### src/rtl/ftile_xcvr_reset_responder_if.sv
// ---------------------------------------------------------------------------
// ftile_xcvr_reset_responder_if
//
// Reset/ready conduit between a reset controller and a transceiver
// (or its behavioural stand-in).
//
// Signals
//   tx_pll_locked, rx_signal_detect : physical status into the responder
//   tx_reset, rx_reset              : reset requests from the controller
//   tx_reset_ack, rx_reset_ack      : reset acknowledges
//   tx_ready, rx_ready              : datapath ready
//   rx_is_lockedtoref/_lockedtodata : CDR lock status
//   tx_reset_cnt, rx_reset_cnt      : saturating request rising-edge counts
//   rx_loss_cnt                     : saturating signal-loss drop count
//   proto_err                       : sticky early-withdrawal flag
//
// Modports
//   master : controller side (drives requests and physical status)
//   slave  : responder side (drives acks, ready, lock status and counters)
// ---------------------------------------------------------------------------
interface ftile_xcvr_reset_responder_if #(
  parameter int CNT_W = 8
);
  logic             tx_pll_locked;
  logic             rx_signal_detect;
  logic             tx_reset;
  logic             tx_reset_ack;
  logic             tx_ready;
  logic             rx_reset;
  logic             rx_reset_ack;
  logic             rx_ready;
  logic             rx_is_lockedtoref;
  logic             rx_is_lockedtodata;
  logic [CNT_W-1:0] tx_reset_cnt;
  logic [CNT_W-1:0] rx_reset_cnt;
  logic [CNT_W-1:0] rx_loss_cnt;
  logic             proto_err;

  modport master (
    output tx_pll_locked, rx_signal_detect, tx_reset, rx_reset,
    input  tx_reset_ack, tx_ready, rx_reset_ack, rx_ready,
           rx_is_lockedtoref, rx_is_lockedtodata,
           tx_reset_cnt, rx_reset_cnt, rx_loss_cnt, proto_err
  );

  modport slave (
    input  tx_pll_locked, rx_signal_detect, tx_reset, rx_reset,
    output tx_reset_ack, tx_ready, rx_reset_ack, rx_ready,
           rx_is_lockedtoref, rx_is_lockedtodata,
           tx_reset_cnt, rx_reset_cnt, rx_loss_cnt, proto_err
  );
endinterface

### src/rtl/ftile_xcvr_reset_responder.sv
// ---------------------------------------------------------------------------
// ftile_xcvr_reset_responder
//
// Behavioural transceiver-side responder for the F-tile reset/ready
// conduit. Acknowledges TX/RX reset requests after ACK_DELAY, raises
// tx_ready after TX_READY_DELAY cycles of continuous PLL lock, walks the RX
// side through lock-to-reference (LTR_DELAY) and lock-to-data (LTD_DELAY of
// continuous signal detect), and keeps saturating event counters plus a
// sticky protocol-error flag. TX and RX sides run independently.
//
// Ports
//   clk   : single clock
//   reset : synchronous, active-high; clears every output and both FSMs
//   xcvr  : conduit (slave modport), see ftile_xcvr_reset_responder_if
// ---------------------------------------------------------------------------
module ftile_xcvr_reset_responder #(
  parameter int ACK_DELAY      = 4,
  parameter int TX_READY_DELAY = 16,
  parameter int LTR_DELAY      = 8,
  parameter int LTD_DELAY      = 32,
  parameter int CNT_W          = 8
) (
  input  logic                          clk,
  input  logic                          reset,
  ftile_xcvr_reset_responder_if.slave   xcvr
);

  localparam logic [2:0] TX_NOTREADY = 3'd0;
  localparam logic [2:0] TX_ACK_WAIT = 3'd1;
  localparam logic [2:0] TX_ACKED    = 3'd2;
  localparam logic [2:0] TX_RELEASE  = 3'd3;
  localparam logic [2:0] TX_READY    = 3'd4;

  localparam logic [2:0] RX_NOTREADY  = 3'd0;
  localparam logic [2:0] RX_ACK_WAIT  = 3'd1;
  localparam logic [2:0] RX_ACKED     = 3'd2;
  localparam logic [2:0] RX_LOCK_REF  = 3'd3;
  localparam logic [2:0] RX_LOCK_DATA = 3'd4;
  localparam logic [2:0] RX_READY     = 3'd5;

  localparam int TX_MAX = (ACK_DELAY > TX_READY_DELAY) ? ACK_DELAY : TX_READY_DELAY;
  localparam int RX_M1  = (ACK_DELAY > LTR_DELAY) ? ACK_DELAY : LTR_DELAY;
  localparam int RX_MAX = (RX_M1 > LTD_DELAY) ? RX_M1 : LTD_DELAY;
  localparam int TX_CW  = $clog2(TX_MAX + 1);
  localparam int RX_CW  = $clog2(RX_MAX + 1);

  localparam logic [TX_CW-1:0] TX_ACK_LAST = TX_CW'(ACK_DELAY - 1);
  localparam logic [TX_CW-1:0] TX_RDY_LAST = TX_CW'(TX_READY_DELAY - 1);
  localparam logic [RX_CW-1:0] RX_ACK_LAST = RX_CW'(ACK_DELAY - 1);
  localparam logic [RX_CW-1:0] RX_LTR_LAST = RX_CW'(LTR_DELAY - 1);
  localparam logic [RX_CW-1:0] RX_LTD_LAST = RX_CW'(LTD_DELAY - 1);

  // Counters stick at all-ones instead of wrapping.
  function automatic logic [CNT_W-1:0] sat_inc(input logic [CNT_W-1:0] v);
    return (&v) ? v : v + 1'b1;
  endfunction

  logic [2:0]       tx_state, tx_state_nxt;
  logic [TX_CW-1:0] tx_cnt, tx_cnt_nxt;
  logic             tx_err_set;
  logic [2:0]       rx_state, rx_state_nxt;
  logic [RX_CW-1:0] rx_cnt, rx_cnt_nxt;
  logic             rx_err_set;
  logic             rx_loss_evt;

  logic             tx_reset_p1, rx_reset_p1;
  logic             tx_reset_ack_r, tx_ready_r;
  logic             rx_reset_ack_r, rx_ready_r, rx_ltr_r, rx_ltd_r;
  logic [CNT_W-1:0] tx_reset_cnt_r, rx_reset_cnt_r, rx_loss_cnt_r;
  logic             proto_err_r;

  // TX next-state. A new request always restarts the handshake, even from
  // RELEASE/READY; withdrawal during ACK_WAIT is flagged and skips the ack.
  always_comb begin
    tx_state_nxt = tx_state;
    tx_cnt_nxt   = tx_cnt;
    tx_err_set   = 1'b0;
    case (tx_state)
      TX_NOTREADY: begin
        if (xcvr.tx_reset) begin
          tx_state_nxt = TX_ACK_WAIT;
          tx_cnt_nxt   = '0;
        end
      end
      TX_ACK_WAIT: begin
        if (!xcvr.tx_reset) begin
          tx_state_nxt = TX_RELEASE;
          tx_cnt_nxt   = '0;
          tx_err_set   = 1'b1;
        end else if (tx_cnt == TX_ACK_LAST) begin
          tx_state_nxt = TX_ACKED;
          tx_cnt_nxt   = '0;
        end else begin
          tx_cnt_nxt   = tx_cnt + 1'b1;
        end
      end
      TX_ACKED: begin
        if (!xcvr.tx_reset) begin
          tx_state_nxt = TX_RELEASE;
          tx_cnt_nxt   = '0;
        end
      end
      TX_RELEASE: begin
        if (xcvr.tx_reset) begin
          tx_state_nxt = TX_ACK_WAIT;
          tx_cnt_nxt   = '0;
        end else if (!xcvr.tx_pll_locked) begin
          // Lock must be continuous: any drop restarts the qualification.
          tx_cnt_nxt   = '0;
        end else if (tx_cnt == TX_RDY_LAST) begin
          tx_state_nxt = TX_READY;
          tx_cnt_nxt   = '0;
        end else begin
          tx_cnt_nxt   = tx_cnt + 1'b1;
        end
      end
      TX_READY: begin
        if (xcvr.tx_reset) begin
          tx_state_nxt = TX_ACK_WAIT;
          tx_cnt_nxt   = '0;
        end else if (!xcvr.tx_pll_locked) begin
          tx_state_nxt = TX_RELEASE;
          tx_cnt_nxt   = '0;
        end
      end
      default: begin
        tx_state_nxt = TX_NOTREADY;
        tx_cnt_nxt   = '0;
      end
    endcase
  end

  // RX next-state. A request preempts any lock progress; signal loss in
  // READY falls back to LOCK_DATA and is counted.
  always_comb begin
    rx_state_nxt = rx_state;
    rx_cnt_nxt   = rx_cnt;
    rx_err_set   = 1'b0;
    rx_loss_evt  = 1'b0;
    case (rx_state)
      RX_NOTREADY: begin
        if (xcvr.rx_reset) begin
          rx_state_nxt = RX_ACK_WAIT;
          rx_cnt_nxt   = '0;
        end
      end
      RX_ACK_WAIT: begin
        if (!xcvr.rx_reset) begin
          rx_state_nxt = RX_LOCK_REF;
          rx_cnt_nxt   = '0;
          rx_err_set   = 1'b1;
        end else if (rx_cnt == RX_ACK_LAST) begin
          rx_state_nxt = RX_ACKED;
          rx_cnt_nxt   = '0;
        end else begin
          rx_cnt_nxt   = rx_cnt + 1'b1;
        end
      end
      RX_ACKED: begin
        if (!xcvr.rx_reset) begin
          rx_state_nxt = RX_LOCK_REF;
          rx_cnt_nxt   = '0;
        end
      end
      RX_LOCK_REF: begin
        if (xcvr.rx_reset) begin
          rx_state_nxt = RX_ACK_WAIT;
          rx_cnt_nxt   = '0;
        end else if (rx_cnt == RX_LTR_LAST) begin
          rx_state_nxt = RX_LOCK_DATA;
          rx_cnt_nxt   = '0;
        end else begin
          rx_cnt_nxt   = rx_cnt + 1'b1;
        end
      end
      RX_LOCK_DATA: begin
        if (xcvr.rx_reset) begin
          rx_state_nxt = RX_ACK_WAIT;
          rx_cnt_nxt   = '0;
        end else if (!xcvr.rx_signal_detect) begin
          rx_cnt_nxt   = '0;
        end else if (rx_cnt == RX_LTD_LAST) begin
          rx_state_nxt = RX_READY;
          rx_cnt_nxt   = '0;
        end else begin
          rx_cnt_nxt   = rx_cnt + 1'b1;
        end
      end
      RX_READY: begin
        if (xcvr.rx_reset) begin
          rx_state_nxt = RX_ACK_WAIT;
          rx_cnt_nxt   = '0;
        end else if (!xcvr.rx_signal_detect) begin
          rx_state_nxt = RX_LOCK_DATA;
          rx_cnt_nxt   = '0;
          rx_loss_evt  = 1'b1;
        end
      end
      default: begin
        rx_state_nxt = RX_NOTREADY;
        rx_cnt_nxt   = '0;
      end
    endcase
  end

  // Ack follows the current state (one edge after entering ACKED); ready and
  // lock flags follow the next state so they move on the transition edge.
  always_ff @(posedge clk) begin
    if (reset) begin
      tx_state       <= TX_NOTREADY;
      tx_cnt         <= '0;
      rx_state       <= RX_NOTREADY;
      rx_cnt         <= '0;
      tx_reset_p1    <= 1'b0;
      rx_reset_p1    <= 1'b0;
      tx_reset_ack_r <= 1'b0;
      tx_ready_r     <= 1'b0;
      rx_reset_ack_r <= 1'b0;
      rx_ready_r     <= 1'b0;
      rx_ltr_r       <= 1'b0;
      rx_ltd_r       <= 1'b0;
      tx_reset_cnt_r <= '0;
      rx_reset_cnt_r <= '0;
      rx_loss_cnt_r  <= '0;
      proto_err_r    <= 1'b0;
    end else begin
      tx_state       <= tx_state_nxt;
      tx_cnt         <= tx_cnt_nxt;
      rx_state       <= rx_state_nxt;
      rx_cnt         <= rx_cnt_nxt;
      tx_reset_p1    <= xcvr.tx_reset;
      rx_reset_p1    <= xcvr.rx_reset;
      tx_reset_ack_r <= (tx_state == TX_ACKED) && xcvr.tx_reset;
      tx_ready_r     <= (tx_state_nxt == TX_READY);
      rx_reset_ack_r <= (rx_state == RX_ACKED) && xcvr.rx_reset;
      rx_ltr_r       <= (rx_state_nxt == RX_LOCK_DATA) || (rx_state_nxt == RX_READY);
      rx_ltd_r       <= (rx_state_nxt == RX_READY);
      rx_ready_r     <= (rx_state_nxt == RX_READY);
      if (xcvr.tx_reset && !tx_reset_p1) tx_reset_cnt_r <= sat_inc(tx_reset_cnt_r);
      if (xcvr.rx_reset && !rx_reset_p1) rx_reset_cnt_r <= sat_inc(rx_reset_cnt_r);
      if (rx_loss_evt)                   rx_loss_cnt_r  <= sat_inc(rx_loss_cnt_r);
      proto_err_r    <= proto_err_r | tx_err_set | rx_err_set;
    end
  end

  assign xcvr.tx_reset_ack       = tx_reset_ack_r;
  assign xcvr.tx_ready           = tx_ready_r;
  assign xcvr.rx_reset_ack       = rx_reset_ack_r;
  assign xcvr.rx_ready           = rx_ready_r;
  assign xcvr.rx_is_lockedtoref  = rx_ltr_r;
  assign xcvr.rx_is_lockedtodata = rx_ltd_r;
  assign xcvr.tx_reset_cnt       = tx_reset_cnt_r;
  assign xcvr.rx_reset_cnt       = rx_reset_cnt_r;
  assign xcvr.rx_loss_cnt        = rx_loss_cnt_r;
  assign xcvr.proto_err          = proto_err_r;

endmodule

### src/flat_wrapper.sv
// flat-port wrapper written by rule: the top's interface ports become plain ports
module ftile_xcvr_reset_responder_flat 
#(
  parameter int ACK_DELAY      = 4,
  parameter int TX_READY_DELAY = 16,
  parameter int LTR_DELAY      = 8,
  parameter int LTD_DELAY      = 32,
  parameter int CNT_W          = 8
)
  (clk, reset, xcvr_tx_pll_locked, xcvr_rx_signal_detect, xcvr_tx_reset, xcvr_rx_reset, xcvr_tx_reset_ack, xcvr_tx_ready, xcvr_rx_reset_ack, xcvr_rx_ready, xcvr_rx_is_lockedtoref, xcvr_rx_is_lockedtodata, xcvr_tx_reset_cnt, xcvr_rx_reset_cnt, xcvr_rx_loss_cnt, xcvr_proto_err);
  ftile_xcvr_reset_responder_if #(.CNT_W(CNT_W)) xcvr_i ();
  input  logic clk;
  input  logic reset;
  input wire logic [$bits(xcvr_i.tx_pll_locked)-1:0] xcvr_tx_pll_locked;
  input wire logic [$bits(xcvr_i.rx_signal_detect)-1:0] xcvr_rx_signal_detect;
  input wire logic [$bits(xcvr_i.tx_reset)-1:0] xcvr_tx_reset;
  input wire logic [$bits(xcvr_i.rx_reset)-1:0] xcvr_rx_reset;
  output wire logic [$bits(xcvr_i.tx_reset_ack)-1:0] xcvr_tx_reset_ack;
  output wire logic [$bits(xcvr_i.tx_ready)-1:0] xcvr_tx_ready;
  output wire logic [$bits(xcvr_i.rx_reset_ack)-1:0] xcvr_rx_reset_ack;
  output wire logic [$bits(xcvr_i.rx_ready)-1:0] xcvr_rx_ready;
  output wire logic [$bits(xcvr_i.rx_is_lockedtoref)-1:0] xcvr_rx_is_lockedtoref;
  output wire logic [$bits(xcvr_i.rx_is_lockedtodata)-1:0] xcvr_rx_is_lockedtodata;
  output wire logic [$bits(xcvr_i.tx_reset_cnt)-1:0] xcvr_tx_reset_cnt;
  output wire logic [$bits(xcvr_i.rx_reset_cnt)-1:0] xcvr_rx_reset_cnt;
  output wire logic [$bits(xcvr_i.rx_loss_cnt)-1:0] xcvr_rx_loss_cnt;
  output wire logic [$bits(xcvr_i.proto_err)-1:0] xcvr_proto_err;
  assign xcvr_i.tx_pll_locked = xcvr_tx_pll_locked;
  assign xcvr_i.rx_signal_detect = xcvr_rx_signal_detect;
  assign xcvr_i.tx_reset = xcvr_tx_reset;
  assign xcvr_i.rx_reset = xcvr_rx_reset;
  assign xcvr_tx_reset_ack = xcvr_i.tx_reset_ack;
  assign xcvr_tx_ready = xcvr_i.tx_ready;
  assign xcvr_rx_reset_ack = xcvr_i.rx_reset_ack;
  assign xcvr_rx_ready = xcvr_i.rx_ready;
  assign xcvr_rx_is_lockedtoref = xcvr_i.rx_is_lockedtoref;
  assign xcvr_rx_is_lockedtodata = xcvr_i.rx_is_lockedtodata;
  assign xcvr_tx_reset_cnt = xcvr_i.tx_reset_cnt;
  assign xcvr_rx_reset_cnt = xcvr_i.rx_reset_cnt;
  assign xcvr_rx_loss_cnt = xcvr_i.rx_loss_cnt;
  assign xcvr_proto_err = xcvr_i.proto_err;
  ftile_xcvr_reset_responder #(.ACK_DELAY(ACK_DELAY), .TX_READY_DELAY(TX_READY_DELAY), .LTR_DELAY(LTR_DELAY), .LTD_DELAY(LTD_DELAY), .CNT_W(CNT_W)) u_core (.clk(clk), .reset(reset), .xcvr(xcvr_i));
endmodule
### config.mk
export PLATFORM = sky130hd
export DESIGN_NAME = ftile_xcvr_reset_responder_flat
export DESIGN_NICKNAME = d
export VERILOG_FILES = /design/src/rtl/ftile_xcvr_reset_responder_if.sv /design/src/rtl/ftile_xcvr_reset_responder.sv /design/src/flat_wrapper.sv
export SDC_FILE = /design/constraint.sdc
export NUM_CORES = 1
export LEC_CHECK = 0
export BUFFER_PORTS_ARGS = -buffer_cell sky130_fd_sc_hd__clkbuf_2
export CORE_ASPECT_RATIO = 0.9
export CORE_UTILIZATION = 40
export CTS_CLUSTER_DIAMETER = 80
export CTS_CLUSTER_SIZE = 28
export DETAILED_ROUTE_END_ITERATION = 10
export PLACE_DENSITY = 0.68
export RECOVER_POWER = 100
export SETUP_SLACK_MARGIN = 0.15
export SYNTH_ARGS = -nofsm -noshare
export SYNTH_HDL_FRONTEND = slang
export SYNTH_SLANG_ARGS = --single-unit
### constraint.sdc
create_clock -name clk -period 1.7 [get_ports clk]
set_input_delay 0.085 -clock clk [delete_from_list [all_inputs] [get_ports clk]]
set_output_delay 0.085 -clock clk [all_outputs]
set_load 0.02 [all_outputs]
==> results.yml, run 1 <==
timing:
  skew_ns: 0.005524
  finalCritPeriodShare_pct: 99.41
  fin_ws_ns: 0.01001
  drv_slew: 0
  setup_tns_ns: 0
  rsz0062_at_grt: "true"
  hold_violations: 0
  relSlewSlack_pct: 74.21
  finalCriticalPeriod_ns: 1.690
  finalSetupViolations: 0
  worst_slew_pin_slew_ns: 0.3820
  hold_ws_ns: 0.07978
  clock.fmax_mhz: 591.7
floorplanning:
  core.rowCount: 27
  die_w_um: 88.34
  pin_count: 37
  design.die.area_um2: 7042
  initial_core_util_pct: 42.71
  core-area_um2: 6284
  fp.dieH_um: 79.71
setup_path:
  cp_max_fo: 3
  required_ns: 1.90
  arrival_ns: 1.89
  r2r_slack_ns: 0.01
  worst-setup-path-type: "reg -> reg"
  startpoint_type: "flip-flop"
  r2r-end: "u_core.rx_cnt[2]"
  r2r_start: "u_core.rx_cnt[0]"
  end_kind: "flip-flop"
  worst_r2r_path_depth: 5
clock_network:
  clockRootBuffer: "clkbuf_8"
  clock-sinks: 49
  cts_tree: "done"
  path_clk_slew_ns: 0.09
  cts_htree_levels: 2
  cts_buffers: 5
  clk_latency_ns: 0.31
  cts_buffer_depth: 2
global_routing:
  overflow: 0
  grt_pass1_wl_um: 10470
  grt_pass1_vias: 2320
  antenna_found_initial: 0
  grt_max_degree: 47
  grt_usage_pct: 18.67
route:
  via_per_inst: 5.562
  ant_nets: 0
  drt_first_pass_iters: 4
  drc: 0
  routed_wl_um: 6599
  vias: 2564
  wl_per_cell_um: 14.31
  drt_iter0_drc: 189
outcome:
  outcome: "finished clean"
logic_synthesis:
  synth_warnings: 0
  syn_inst: 312
  ys.flop_type: "dfxtp_1"
  syn-num-nets: 325
  async_flop_share_pct: 0
  seq_area_frac_synth_pct: 36.55
  syn_area_per_cell_um2: 8.602
  ys_types: 61
  synth_area_um2: 2684
  synth_edf_count: 0
  ys_seq_elements: 49
power_and_ir_drop:
  p_sw_share_pct: 29.80
  vdd_drop_max_v: 0.0004203
  clock_power_share_pct: 29.1
  pwr-share-seq_pct: 51.5
  power.density_nw_per_um2: 678.7
  p_sw_mw: 0.7206
  p_int_mw: 1.698
  p_comb_share_pct: 19.5
  leakagePower_nw: 1.340
layout:
  antennaDiodeCount: 0
  area_growth_pct: 32.77
  layout_commonest_cell: "dfxtp_1"
  nets: 386
  final_cell_mix: "dfxtp_1 (38), buf_4 (33), clkbuf_2 (31)"
  layout-drive-gt1-share_pct: 35.03
placement:
  dpl.hpwl_um: 4272
  gp_congestion: 0.8180
  dp_slack_ns: -0.03828
  port_buffers: 36
worst_hold_path:
  whs_path_depth: 2
  hp-class: "in -> reg"
  min_from: "xcvr_rx_reset"
  min_to: "u_core.rx_state[2]"
job:
  max_cap_viol_count: 0
[area by class of cell]
class	count	area, µm²
multi-input cells	231	1833
clock inverters	3	21.27
inverters	13	48.80
clock buffers	5	68.82
repair buffers	73	475.5
fillers	580	2720
flip-flops and latches	49	1007
well taps	87	108.9
[Yosys cell counts (all sizes together), types with 6 or more instances]
library cell	n	area (µm²)
nor3	8	40.04
ha	7	87.58
clkbuf	10	37.54
buf	9	47.55
nand3b	8	60.06
o21ai	10	50.05
nand2	12	45.04
o31ai	6	45.04
inv	13	48.80
nor2b	8	50.05
nand3	8	40.04
nor2	31	118.9
xor2	11	96.34
and2	7	43.79
a21oi	18	90.09
dfxtp	49	980.9
nand2b	9	56.30
o211ai	6	50.05
[kinds of logic after synthesis]
group / Yosys count / synth area share (%)
buffers and inverters: 32 / 4.989
AOI/OAI and AO/OA: 80 / 21.45
adders and majority gates: 7 / 3.263
xor gates and xnor gates: 14 / 4.569
muxes: 5 / 2.005
DFF: 49 / 36.55
and+or+nand+nor: 125 / 27.18
[how the worst max path moves through the flow]
stage | slack (ns) | startpoint | endpoint | depth (start not counted)
floorplan | -0.02 | u_core.xcvr.rx_loss_cnt[1] | u_core.xcvr.rx_loss_cnt[5] | 6
global placement | 0.02 | u_core.xcvr.rx_loss_cnt[1] | u_core.xcvr.rx_loss_cnt[5] | 5
detailed placement | -0.04 | u_core.xcvr.rx_loss_cnt[1] | u_core.xcvr.rx_loss_cnt[5] | 5
CTS | 0.004 | u_core.rx_cnt[1] | u_core.rx_cnt[2] | 5
global route | -0.03 | u_core.rx_cnt[1] | u_core.rx_cnt[2] | 5
finish | 0.01 | u_core.rx_cnt[0] | u_core.rx_cnt[2] | 5
[per-layer routing]
layer,routed length (µm),GRT usage (%)
met5,0,0
met4,64,4.516
met3,331,5.067
met2,3004,29.15
met1,3198,25.36
[per-stage QoR]
stage	power [mW]	cells	instance area (µm²)	util, %
after global placement	1.662	443	3179	50.60
final	2.418	461	3563	56.71
after CTS	2.419	457	3410	54.26
after global routing	2.549	461	3563	56.71
after detailed placement	1.670	443	3179	50.60
after floorplan	1.538	312	2766	-
[worst max-delay path: stages (launching register included)]
cell and delay [ns]:
dfxtp_2 0.37, ha_4 0.13, or4b_4 0.48, o211ai_4 0.21, a2111oi_1 0.11, a221o_1 0.27
[flip-flops by register name, indices dropped and copies added (netlist names), 3 cells and up]
signal / flops
u_core.tx_cnt: 5
u_core.xcvr.rx_reset_cnt: 8
u_core.rx_cnt: 6
u_core.tx_state: 3
u_core.rx_state: 3
u_core.xcvr.rx_loss_cnt: 8
u_core.xcvr.tx_reset_cnt: 8
[power groups by stage]
stage	Sequential, mW	Combinational (mW)	Clock [mW]
final	1.24	0.471	0.703
after detailed placement	1.26	0.406	0
after global routing	1.25	0.516	0.781
after CTS	1.24	0.448	0.731
after floorplan	1.26	0.279	0
after global placement	1.26	0.399	0
[timing repair]
item	4_1_cts	5_1_grt
hold buffers	0	0
setup endpoints to repair	21	28
setup buffers	6	4
resized for setup	23	31
pin swaps	12	16
No activity file was read; power rests on OpenSTA's default activity.
==> inputs of run 2 (changes only) <==
--- a/config.mk
+++ b/config.mk
@@ -11,6 +11,7 @@
 export CTS_CLUSTER_DIAMETER = 80
 export CTS_CLUSTER_SIZE = 28
 export DETAILED_ROUTE_END_ITERATION = 10
+export HOLD_SLACK_MARGIN = 0.12
 export PLACE_DENSITY = 0.68
 export RECOVER_POWER = 100
 export SETUP_SLACK_MARGIN = 0.15
==> constraint.sdc (replaced) <==
create_clock -name clk -period 1.7 [get_ports clk]
set_input_delay 0.34 -clock clk [delete_from_list [all_inputs] [get_ports clk]]
set_output_delay 0.34 -clock clk [all_outputs]
set_load 0.02 [all_outputs]
==> run 2 against run 1 <==
Final area increased by 1.0%. Register-to-register slack about the same. Critical path depth unchanged. Sequential power about the same. Cell count increased by 2.2%. Global-route usage decreased by 0.20 points. Core utilization increased by 0.58 points. First-iteration DRC count decreased by 26%. Worst hold slack improved by 0.27 ns. Sequential share of layout area decreased by 0.49 points. Critical path type unchanged.
==> results.yml, run 2 (synthesized netlist as in run 1, its figures left out) <==
timing:
  setup_tns_ns: 0
  finalSetupViolations: 0
  fin_ws_ns: 0.003929
  clock.fmax_mhz: 589.6
  hold_violations: 0
  rsz0062_at_grt: "true"
  skew_ns: 0.007348
  finalCritPeriodShare_pct: 99.77
  finalCriticalPeriod_ns: 1.696
  relSlewSlack_pct: 64.56
  worst_slew_pin_slew_ns: 0.5316
  drv_slew: 0
clock_network:
  clockRootBuffer: "clkbuf_8"
  cts_hold_buf: 0
  cts_htree_levels: 2
  cts_buffers: 5
  path_clk_slew_ns: 0.09
  cts_buffer_depth: 2
  clock-sinks: 49
  cts_tree: "done"
  clk_latency_ns: 0.31
layout:
  nets: 396
  layout-drive-gt1-share_pct: 29.43
  final_cell_mix: "buf_4 (39), dfxtp_1 (38), clkbuf_1 (35)"
  fill_cells: 581
  area_growth_pct: 34.13
  seqCellArea_um2: 999.7
  antennaDiodeCount: 0
  layout_commonest_cell: "buf_4"
  multi_input_area_um2: 1812
placement:
  gp_congestion: 0.8230
  port_buffers: 36
  dpl.hpwl_um: 4311
  dp_slack_ns: -0.03098
floorplanning:
  initial_core_util_pct: 42.71
  core.rowCount: 27
  design.die.area_um2: 7042
  die_w_um: 88.34
  fp.dieH_um: 79.71
  core-area_um2: 6284
  pin_count: 37
route:
  routed_wl_um: 6672
  drt_iter0_drc: 139
  vias: 2593
  drc: 0
  via_per_inst: 5.505
  ant_nets: 0
  drt_first_pass_iters: 4
  wl_per_cell_um: 14.17
setup_path:
  arrival_ns: 1.89
  worst-setup-path-type: "reg -> reg"
  startpoint_type: "flip-flop"
  end_kind: "flip-flop"
  required_ns: 1.89
  cp_max_fo: 3
power_and_ir_drop:
  leakagePower_nw: 1.315
  vdd_drop_max_v: 0.0005176
  power.density_nw_per_um2: 713.9
global_routing:
  grt_usage_pct: 18.47
  overflow: 0
  grt_max_degree: 47
  antenna_found_initial: 0
  grt_pass1_vias: 2336
  grt_pass1_wl_um: 10410
outcome:
  outcome: "finished clean"
worst_hold_path:
  hp-class: "in -> reg"
job:
  max_cap_viol_count: 0
run 2: layer usage:
| metal | vias to the layer above | global-route usage [%] | wire length (µm) |
|---|---|---|---|
| li1 | 1293 | - | - |
| met1 | 1243 | 25.62 | 3316 |
| met2 | 49 | 28.92 | 3052 |
| met3 | 8 | 3.413 | 233 |
| met4 | 0 | 5.484 | 70 |
| met5 | - | 0 | 0 |
run 2: final timing paths:
kind | start | end | slack [ns] | cells past startpoint
setup / recovery | u_core.rx_cnt[1] | u_core.rx_cnt[2] | 0.004 | 5
hold / removal | reset | u_core.rx_state[1] | 0.35 | 3
setup reg to reg | u_core.rx_cnt[1] | u_core.rx_cnt[2] | 0.004 | 5
hold reg to reg | u_core.xcvr.proto_err | u_core.xcvr.proto_err | 0.51 | 2
run 2: layout make-up:
class / instances / share of cell area [%]
Inverter: 13 / 1.356
Sequential cell: 49 / 27.77
Tap cell: 87 / 3.024
Timing Repair Buffer: 83 / 14.42
Clock buffer: 6 / 2.016
Multi-Input combinational cell: 231 / 50.33
Clock inverter: 2 / 1.078
run 2: where the power goes:
| group | leakage (nW) | internal [mW] | total [mW] | switching, mW |
|---|---|---|---|---|
| Combinational | 0.856 | 0.226 | 0.486 | 0.260 |
| Clock | 0.0554 | 0.442 | 0.839 | 0.397 |
| Sequential | 0.403 | 1.19 | 1.24 | 0.0546 |
run 2: critical path: stages, from the launching register on:
cell and delay [ns]:
dfxtp_2 0.36, ha_4 0.13, or4b_4 0.48, o211ai_4 0.21
a21oi_2 0.09, a221o_1 0.30
run 2: timing repair:
action | 4_1_cts | 5_1_grt
buffers inserted | 6 | 7
pin swaps | 7 | 13
cloned | 0 | 0
endpoints found under the setup margin | 20 | 30
resized for setup | 19 | 42
run 2: through the flow:
| step | area [µm²] | util (%) | instances | hold WS (ns) | power, mW |
|---|---|---|---|---|---|
| after floorplan | 2766 | - | 312 | 0.4593 | 1.538 |
| after global placement | 3244 | 51.63 | 450 | 0.4631 | 1.679 |
| after detailed placement | 3244 | 51.63 | 450 | 0.4813 | 1.685 |
| after CTS | 3471 | 55.24 | 464 | 0.3308 | 2.550 |
| after global routing | 3600 | 57.29 | 471 | 0.3600 | 2.683 |
| final | 3600 | 57.29 | 471 | 0.3495 | 2.570 |
